`src/rtl/alu_pwr_pkg.sv`:
```
// ---------------------------------------------------------------------------
// alu_pwr_pkg
// Shared definitions for the power-gated ALU sequencer and its output clamp.
//
// Contents:
//   pwr_state_e     - power sequencer state encoding (visible on pwr_state)
//   DEF_*           - default parameter values for the sequencer and clamp
//   max3            - helper used to size the shared state-duration counter
// ---------------------------------------------------------------------------
package alu_pwr_pkg;

    // State encodings are exported on the pwr_state port, so the numeric
    // values are part of the block's interface and must not be reordered.
    typedef enum logic [3:0] {
        ST_ON      = 4'd0,
        ST_DRAIN   = 4'd1,
        ST_ISO     = 4'd2,
        ST_SAVE    = 4'd3,
        ST_PSW_OFF = 4'd4,
        ST_OFF     = 4'd5,
        ST_PSW_ON  = 4'd6,
        ST_RESTORE = 4'd7,
        ST_UNISO   = 4'd8,
        ST_ERR     = 4'd9
    } pwr_state_e;

    localparam int unsigned DEF_WIDTH       = 16;
    localparam int unsigned DEF_CLAMP_VAL   = 0;
    localparam int unsigned DEF_ISO_SETUP   = 2;
    localparam int unsigned DEF_RST_HOLD    = 4;
    localparam int unsigned DEF_PSW_TIMEOUT = 255;

    // Largest of three values; the sequencer shares one counter between the
    // isolation setup, reset hold and power-switch timeout phases.
    function automatic int unsigned max3(input int unsigned a,
                                         input int unsigned b,
                                         input int unsigned c);
        int unsigned m;
        m = a;
        if (b > m) m = b;
        if (c > m) m = c;
        return m;
    endfunction

endpackage

```
`src/rtl/alu_pwr_clamp.sv`:
```
// ---------------------------------------------------------------------------
// alu_pwr_clamp
// Registered output clamp for a power-gated domain. While i_clamp is high the
// register loads CLAMP_VAL instead of the (possibly undefined) domain output,
// so downstream always-on logic never sees floating values.
//
// Ports:
//   i_clk    - clock
//   i_rst_n  - synchronous, active-low reset (loads CLAMP_VAL)
//   i_clamp  - 1 = drive CLAMP_VAL, 0 = pass i_data
//   i_data   - raw data from the gated domain
//   o_data   - registered, clamped data
// ---------------------------------------------------------------------------
module alu_pwr_clamp
    import alu_pwr_pkg::*;
#(
    parameter int unsigned      WIDTH     = DEF_WIDTH,
    parameter logic [WIDTH-1:0] CLAMP_VAL = '0
) (
    input  logic             i_clk,
    input  logic             i_rst_n,
    input  logic             i_clamp,
    input  logic [WIDTH-1:0] i_data,
    output logic [WIDTH-1:0] o_data
);

    logic [WIDTH-1:0] r_data;

    // One register stage: the clamp decision is taken on the same edge that
    // captures the data, so the output is glitch-free and fully registered.
    always_ff @(posedge i_clk) begin
        if (!i_rst_n) begin
            r_data <= CLAMP_VAL;
        end else if (i_clamp) begin
            r_data <= CLAMP_VAL;
        end else begin
            r_data <= i_data;
        end
    end

    assign o_data = r_data;

endmodule

```
`src/rtl/alu_pwr_seq.sv`:
```
// ---------------------------------------------------------------------------
// alu_pwr_seq
// Power-domain sequencer and result clamp for a power-gated ALU. Walks the
// domain through drain, isolation, retention save, power-switch off/on,
// domain reset, retention restore and de-isolation.
//
// Ports:
//   clk, rst_n     - clock, synchronous active-low reset
//   sleep_req      - level request to power the ALU domain down
//   wake_req       - level request to power the ALU domain up
//   alu_busy       - ALU has an operation in flight (blocks isolation)
//   alu_result     - raw ALU output (undefined while unpowered)
//   psw_ack        - power-switch status, 1 = domain powered
//   psw_en         - power-switch enable
//   iso_en         - isolation enable into the gated domain
//   ret_save       - one-cycle retention save pulse
//   ret_restore    - one-cycle retention restore pulse
//   alu_rst_n      - domain reset, active-low
//   result         - registered, clamped ALU result
//   ready          - domain usable (state ON)
//   pwr_state      - current state encoding
//   seq_err        - sticky power-switch timeout flag
// ---------------------------------------------------------------------------
module alu_pwr_seq
    import alu_pwr_pkg::*;
#(
    parameter int unsigned      WIDTH       = DEF_WIDTH,
    parameter logic [WIDTH-1:0] CLAMP_VAL   = WIDTH'(DEF_CLAMP_VAL),
    parameter int unsigned      ISO_SETUP   = DEF_ISO_SETUP,
    parameter int unsigned      RST_HOLD    = DEF_RST_HOLD,
    parameter int unsigned      PSW_TIMEOUT = DEF_PSW_TIMEOUT
) (
    input  logic             clk,
    input  logic             rst_n,
    input  logic             sleep_req,
    input  logic             wake_req,
    input  logic             alu_busy,
    input  logic [WIDTH-1:0] alu_result,
    input  logic             psw_ack,
    output logic             psw_en,
    output logic             iso_en,
    output logic             ret_save,
    output logic             ret_restore,
    output logic             alu_rst_n,
    output logic [WIDTH-1:0] result,
    output logic             ready,
    output logic [3:0]       pwr_state,
    output logic             seq_err
);

    // The counter is at least clog2(PSW_TIMEOUT+1) wide, and widened if a
    // large ISO_SETUP or RST_HOLD would not otherwise fit.
    localparam int unsigned CNT_MAX = max3(PSW_TIMEOUT, ISO_SETUP, RST_HOLD);
    localparam int unsigned CNT_W   = (CNT_MAX < 1) ? 1 : $clog2(CNT_MAX + 1);

    localparam logic [CNT_W-1:0] ISO_LAST = CNT_W'(ISO_SETUP - 1);
    localparam logic [CNT_W-1:0] TMO_LAST = CNT_W'(PSW_TIMEOUT - 1);
    localparam logic [CNT_W-1:0] RST_LAST = CNT_W'(RST_HOLD);

    pwr_state_e       r_state;
    logic [CNT_W-1:0] r_cnt;
    logic             r_pswEn;
    logic             r_isoEn;
    logic             r_retSave;
    logic             r_retRestore;
    logic             r_aluRstN;
    logic             r_ready;
    logic             r_seqErr;

    pwr_state_e       w_stateNext;
    logic [CNT_W-1:0] w_cntNext;
    logic             w_pswEn;
    logic             w_isoEn;
    logic             w_retSave;
    logic             w_retRestore;
    logic             w_aluRstN;
    logic             w_ready;
    logic             w_seqErr;
    logic             w_clamp;

    // Next-state logic. Requests are only honoured in ON (sleep), DRAIN
    // (wake abort, sleep has priority) and OFF (wake). Power-switch waits are
    // bounded; an unanswered switch lands in ERR, which only rst_n leaves.
    always_comb begin
        w_stateNext = r_state;
        case (r_state)
            ST_ON: begin
                if (sleep_req) w_stateNext = ST_DRAIN;
            end
            ST_DRAIN: begin
                if (wake_req && !sleep_req) w_stateNext = ST_ON;
                else if (!alu_busy)         w_stateNext = ST_ISO;
            end
            ST_ISO: begin
                if (r_cnt == ISO_LAST) w_stateNext = ST_SAVE;
            end
            ST_SAVE: begin
                w_stateNext = ST_PSW_OFF;
            end
            ST_PSW_OFF: begin
                if (!psw_ack)               w_stateNext = ST_OFF;
                else if (r_cnt == TMO_LAST) w_stateNext = ST_ERR;
            end
            ST_OFF: begin
                if (wake_req) w_stateNext = ST_PSW_ON;
            end
            ST_PSW_ON: begin
                if (psw_ack)                w_stateNext = ST_RESTORE;
                else if (r_cnt == TMO_LAST) w_stateNext = ST_ERR;
            end
            ST_RESTORE: begin
                if (r_cnt == RST_LAST) w_stateNext = ST_UNISO;
            end
            ST_UNISO: begin
                w_stateNext = ST_ON;
            end
            ST_ERR: begin
                w_stateNext = ST_ERR;
            end
            default: begin
                w_stateNext = ST_ERR;
            end
        endcase
    end

    // Cycles spent in the current state; restarts on every state entry and
    // saturates in the idle states so it never wraps.
    always_comb begin
        w_cntNext = r_cnt;
        if (w_stateNext != r_state) begin
            w_cntNext = '0;
        end else if (r_cnt != {CNT_W{1'b1}}) begin
            w_cntNext = r_cnt + 1'b1;
        end
    end

    // Output decode from the upcoming state and count, so the registered
    // outputs line up with pwr_state in the same cycle. RESTORE releases the
    // domain reset and fires the restore pulse together in its last cycle.
    always_comb begin
        w_pswEn      = 1'b1;
        w_isoEn      = 1'b1;
        w_retSave    = 1'b0;
        w_retRestore = 1'b0;
        w_aluRstN    = 1'b0;
        w_ready      = 1'b0;
        w_seqErr     = r_seqErr;
        case (w_stateNext)
            ST_ON: begin
                w_isoEn   = 1'b0;
                w_aluRstN = 1'b1;
                w_ready   = 1'b1;
            end
            ST_DRAIN: begin
                w_isoEn   = 1'b0;
                w_aluRstN = 1'b1;
            end
            ST_ISO: begin
                w_aluRstN = 1'b1;
            end
            ST_SAVE: begin
                w_aluRstN = 1'b1;
                w_retSave = 1'b1;
            end
            ST_PSW_OFF, ST_OFF: begin
                w_pswEn = 1'b0;
            end
            ST_PSW_ON: begin
                w_pswEn = 1'b1;
            end
            ST_RESTORE: begin
                if (w_cntNext == RST_LAST) begin
                    w_aluRstN    = 1'b1;
                    w_retRestore = 1'b1;
                end
            end
            ST_UNISO: begin
                w_isoEn   = 1'b0;
                w_aluRstN = 1'b1;
            end
            ST_ERR: begin
                w_pswEn  = r_pswEn;
                w_seqErr = 1'b1;
            end
            default: begin
                w_seqErr = 1'b1;
            end
        endcase
    end

    // State and output registers. Reset leaves the domain held in reset and
    // isolated; the first edge after release brings it up in ON.
    always_ff @(posedge clk) begin
        if (!rst_n) begin
            r_state      <= ST_ON;
            r_cnt        <= '0;
            r_pswEn      <= 1'b1;
            r_isoEn      <= 1'b1;
            r_retSave    <= 1'b0;
            r_retRestore <= 1'b0;
            r_aluRstN    <= 1'b0;
            r_ready      <= 1'b0;
            r_seqErr     <= 1'b0;
        end else begin
            r_state      <= w_stateNext;
            r_cnt        <= w_cntNext;
            r_pswEn      <= w_pswEn;
            r_isoEn      <= w_isoEn;
            r_retSave    <= w_retSave;
            r_retRestore <= w_retRestore;
            r_aluRstN    <= w_aluRstN;
            r_ready      <= w_ready;
            r_seqErr     <= w_seqErr;
        end
    end

    // Besides isolation, the clamp also engages whenever the switch is off or
    // reports the domain unpowered, so a misbehaving switch can never leak
    // undefined ALU values onto result.
    assign w_clamp = r_isoEn | ~r_pswEn | ~psw_ack;

    alu_pwr_clamp #(
        .WIDTH     (WIDTH),
        .CLAMP_VAL (CLAMP_VAL)
    ) u_clamp (
        .i_clk   (clk),
        .i_rst_n (rst_n),
        .i_clamp (w_clamp),
        .i_data  (alu_result),
        .o_data  (result)
    );

    assign psw_en      = r_pswEn;
    assign iso_en      = r_isoEn;
    assign ret_save    = r_retSave;
    assign ret_restore = r_retRestore;
    assign alu_rst_n   = r_aluRstN;
    assign ready       = r_ready;
    assign pwr_state   = r_state;
    assign seq_err     = r_seqErr;

endmodule

```
`config.mk`:
```
export PLATFORM = sky130hd
export DESIGN_NAME = alu_pwr_seq
export DESIGN_NICKNAME = d
export VERILOG_FILES = /design/src/rtl/alu_pwr_pkg.sv /design/src/rtl/alu_pwr_clamp.sv /design/src/rtl/alu_pwr_seq.sv
export SDC_FILE = /design/constraint.sdc
export NUM_CORES = 1
export LEC_CHECK = 0
export ABC_AREA = 0
export CAP_MARGIN = 5
export CORE_UTILIZATION = 45
export CTS_BUF_LIST = sky130_fd_sc_hd__clkbuf_8
export CTS_CLUSTER_SIZE = 40
export DETAILED_ROUTE_END_ITERATION = 16
export PLACE_DENSITY = 0.87
export SETUP_SLACK_MARGIN = 0.02
export SYNTH_ARGS = -nofsm -noshare
export SYNTH_HDL_FRONTEND = slang
export SYNTH_SLANG_ARGS = --single-unit
```
`constraint.sdc`:
```
create_clock -name clk -period 7.4 [get_ports clk]
set_input_delay 1.11 -clock clk [delete_from_list [all_inputs] [get_ports clk]]
set_output_delay 1.11 -clock clk [all_outputs]
set_load 0.01 [all_outputs]
```
==> metrics.txt <==
status=complete, no violations; Top Ports=49; DP HPWL=2660 um; I/O Buffers=between 40 and 50; distinct cell type count after synthesis=48; final hold vios=0; Synth Instances=~180; WS Path Type=primary input to register; nets=about 250; Seq cells post-synth=35; global-route wire length before repair=about 6000 um; xor and xnor area share after synthesis=2.12%; CP Capture Type=register; PD cells=approximately 200 nW/um^2; Post-Layout Cell Count=between 200 and 300; Rows=21; endpoints failing setup=0; post-synthesis sequential area ratio=between 40% and 50%; max-cap violations=0; Fmax achieved=approximately 360 MHz; mean routed wirelength per cell=between 10 and 15 um; final wirelength=roughly 3600 um; Longest Clk Path Bufs=2; largest family of logic cells by synthesized area=simple AND/OR/NAND/NOR gates; worst rel slew slack=between 50% and 60%; TritonCTS clock tree=built; floorplan core area=~3400 um^2; adder-cell share of the synthesized area=a little over 3%; worst vdd ir=about 150 uV; arrival time at the worst endpoint=around 3.0 ns; largest net degree at the start of global routing=17; Switching Share=21.9%; worst-margin pin slew=a little under 0.6 ns; Die Y-Extent=between 60 and 70 um; simple-gate share of the synthesized area=31.8%; Ant. Diodes=0; skew final=roughly 0.0073 ns; GRT Total Usage=20.2%; clock sink count=35; total power=~0.47 mW; NetSw=0.102 mW; R2R setup slack=roughly 4.8 ns; gr ovfl total=0; Int Pwr=between 0.3 and 0.4 mW; Hold Crit Class=register to register; Lkg Pwr=about 0.84 nW; period utilisation layout=a little under two fifths; Crit. Startpoint=psw_ack; Detail Route Antenna Nets=0; Worst Hold Launch=seq_err; setup tns final=0 ns; vias=1466; Final min period=roughly 2.8 ns; proportion of layout cells with a drive suffix above 1=7.49%; startpoint types=primary input; CTS buffer count=5; CTS Hold Bufs=0; Area Overhead vs Synth=37.6%; Comb power frac=between 10 and 15%; Clock Power Share=between 40% and 50%; H-tree depth=2; Syn Std Cell Area=1650 um^2; RSZ-0062 raised after global routing=false; clk root buf=clkbuf_8; Reg clk slew, reported paths=~0.070 ns; Worst-Skew Late Latency=~0.29 ns; Sequential Power Share=43.5%; drt first pass iters=4; routed vias/inst=around 5.4; starting density of the core=between 40% and 50%; Ys Warns=0; initial antenna violation count=0; DIE WIDTH=62.6 um; die area=3920 um^2; Synth Area in Compound Gates=between 10% and 20%; post-CTS sizing=0; dpl cells=~270; mean area per synthesized cell=between 9 and 10 um^2; syn_nets=approximately 210; # fillers=269; 1st-iter DRT viols=84; setup repair bufs after CTS=0; fin util=around two thirds; mux contribution to synthesized area=1.51%; RR Startpoint=pwr_state[1]; Req. time, crit path=~7.6 ns; vias in the first global route=roughly 1300; max-slew violations=0; CP Max Fanout=8; drt drc=0; routability cong.=0.952
logic make-up (layout without fill, tap and decap cells):
kind of cell	Yosys count	count (layout)
compound gates	33	33
xor+xnor	4	4
fa+ha+maj	4	4
buf+inv	18	64
flops	35	35
mux	2	2
simple gates	85	85
cells in the mapped netlist, drive strengths merged:
library cell  count  area (um^2)
dfxtp            35          701
and2             20          125
o21ai            10         50.1
inv               8         30.0
nand2             8         30.0
nand3             8         40.0
nor2              8         30.0
clkbuf            7         27.5
nor3              7         40.0
a21oi             5         25.0
and3              4         25.0
ha                4         50.1
nor2b             4         25.0
o21a              4         30.0
a31oi             3         18.8
and4b             3         30.0
buf               3         21.3
nand2b            3         18.8
nand4             3         25.0
nor3b             3         22.5
or2               3         18.8
nand3b            2         15.0
nor4b             2         17.5
o2111ai           2         35.0
o211ai            2         15.0
or3               2         12.5
or4b              2         23.8
xnor2             2         17.5
xor2              2         17.5
a211oi            1         12.5
a21o              1         7.51
a311oi            1         8.76
mux2              1         15.0
mux2i             1         10.0
nand4b            1         8.76
nor4              1         6.26
o211a             1         10.0
o21bai            1         7.51
o221a             1         11.3
o31ai             1         7.51
or4               1         11.3
routing by layer:
layer,vias up,track usage [%],routed length [um]
li1,725,-,-
met1,686,22.7,1480
met2,42,33.2,1910
met3,13,7.12,172
met4,0,11.0,91
met5,-,0,0
final cells by class:
class	instances	area (um^2)	share of cell area, %
inverter	8	30.0	1.32
clock buffer	5	68.8	3.02
clock inverter	3	63.8	2.80
tap	46	57.6	2.53
sequential	35	701	30.8
timing repair buffer	48	480	21.1
multi-input combinational	128	875	38.4
worst max-delay path, cell delays in order:
cell and delay (ns):
clkdlybuf4s50_1 0.53, inv_1 0.06, nor4_1 0.25, o221a_2 0.28, mux2i_1 0.33, o2111ai_4 0.25, nor3_2 0.21
per-stage QoR:
step | hold WS (ns) | instance area (um^2) | setup slack (ns)
after floorplan | 0.487 | 1650 | 4.93
after global placement | 0.451 | 2140 | 4.37
after detailed placement | 0.459 | 2140 | 4.28
after CTS | 0.491 | 2280 | 4.60
after global routing | 0.516 | 2280 | 4.46
final | 0.495 | 2280 | 4.59
placed cells by master, fill, tap and decap left out, drive strengths merged, types with 2 or more instances in the layout:
cell type and instances:
nand2 8, nor3 7, nor2 8, and4b 3, and3 4, or3 2, o2111ai 2, xor2 2
a31oi 3, dfxtp 35, inv 9, nand4 3, o21a 4, clkbuf 5, nor2b 4, nand2b 3
a21oi 5, ha 4, and2 20, xnor2 2, bufinv 2, nand3b 2, nand3 8, o211ai 2
or2 3, nor4b 2, nor3b 3, clkdlybuf4s50 48, o21ai 10, or4b 2
power by group through the flow:
stage | clock network, mW | logic (mW) | registers, mW
finish | 0.201 | 0.0632 | 0.203
global route | 0.213 | 0.0688 | 0.204
global placement | 0 | 0.0621 | 0.207
floorplan | 0 | 0.0336 | 0.207
detailed placement | 0 | 0.0630 | 0.208
CTS | 0.204 | 0.0633 | 0.203
flip-flops by register name (all words and copies together), names as in the netlist:
name            count
u_clamp.o_data     16
r_cnt               8
pwr_state           4
alu_rst_n           1
iso_en              1
psw_en              1
ready               1
ret_restore         1
ret_save            1
seq_err             1
path summary, 6_finish.rpt:
path,endpoint,depth (start not counted)
worst min register to register,seq_err,2
worst min-delay path,seq_err,2
worst max register to register,alu_rst_n,6
worst max-delay path,r_cnt[6],7
Power figures use the tool's default switching activity.
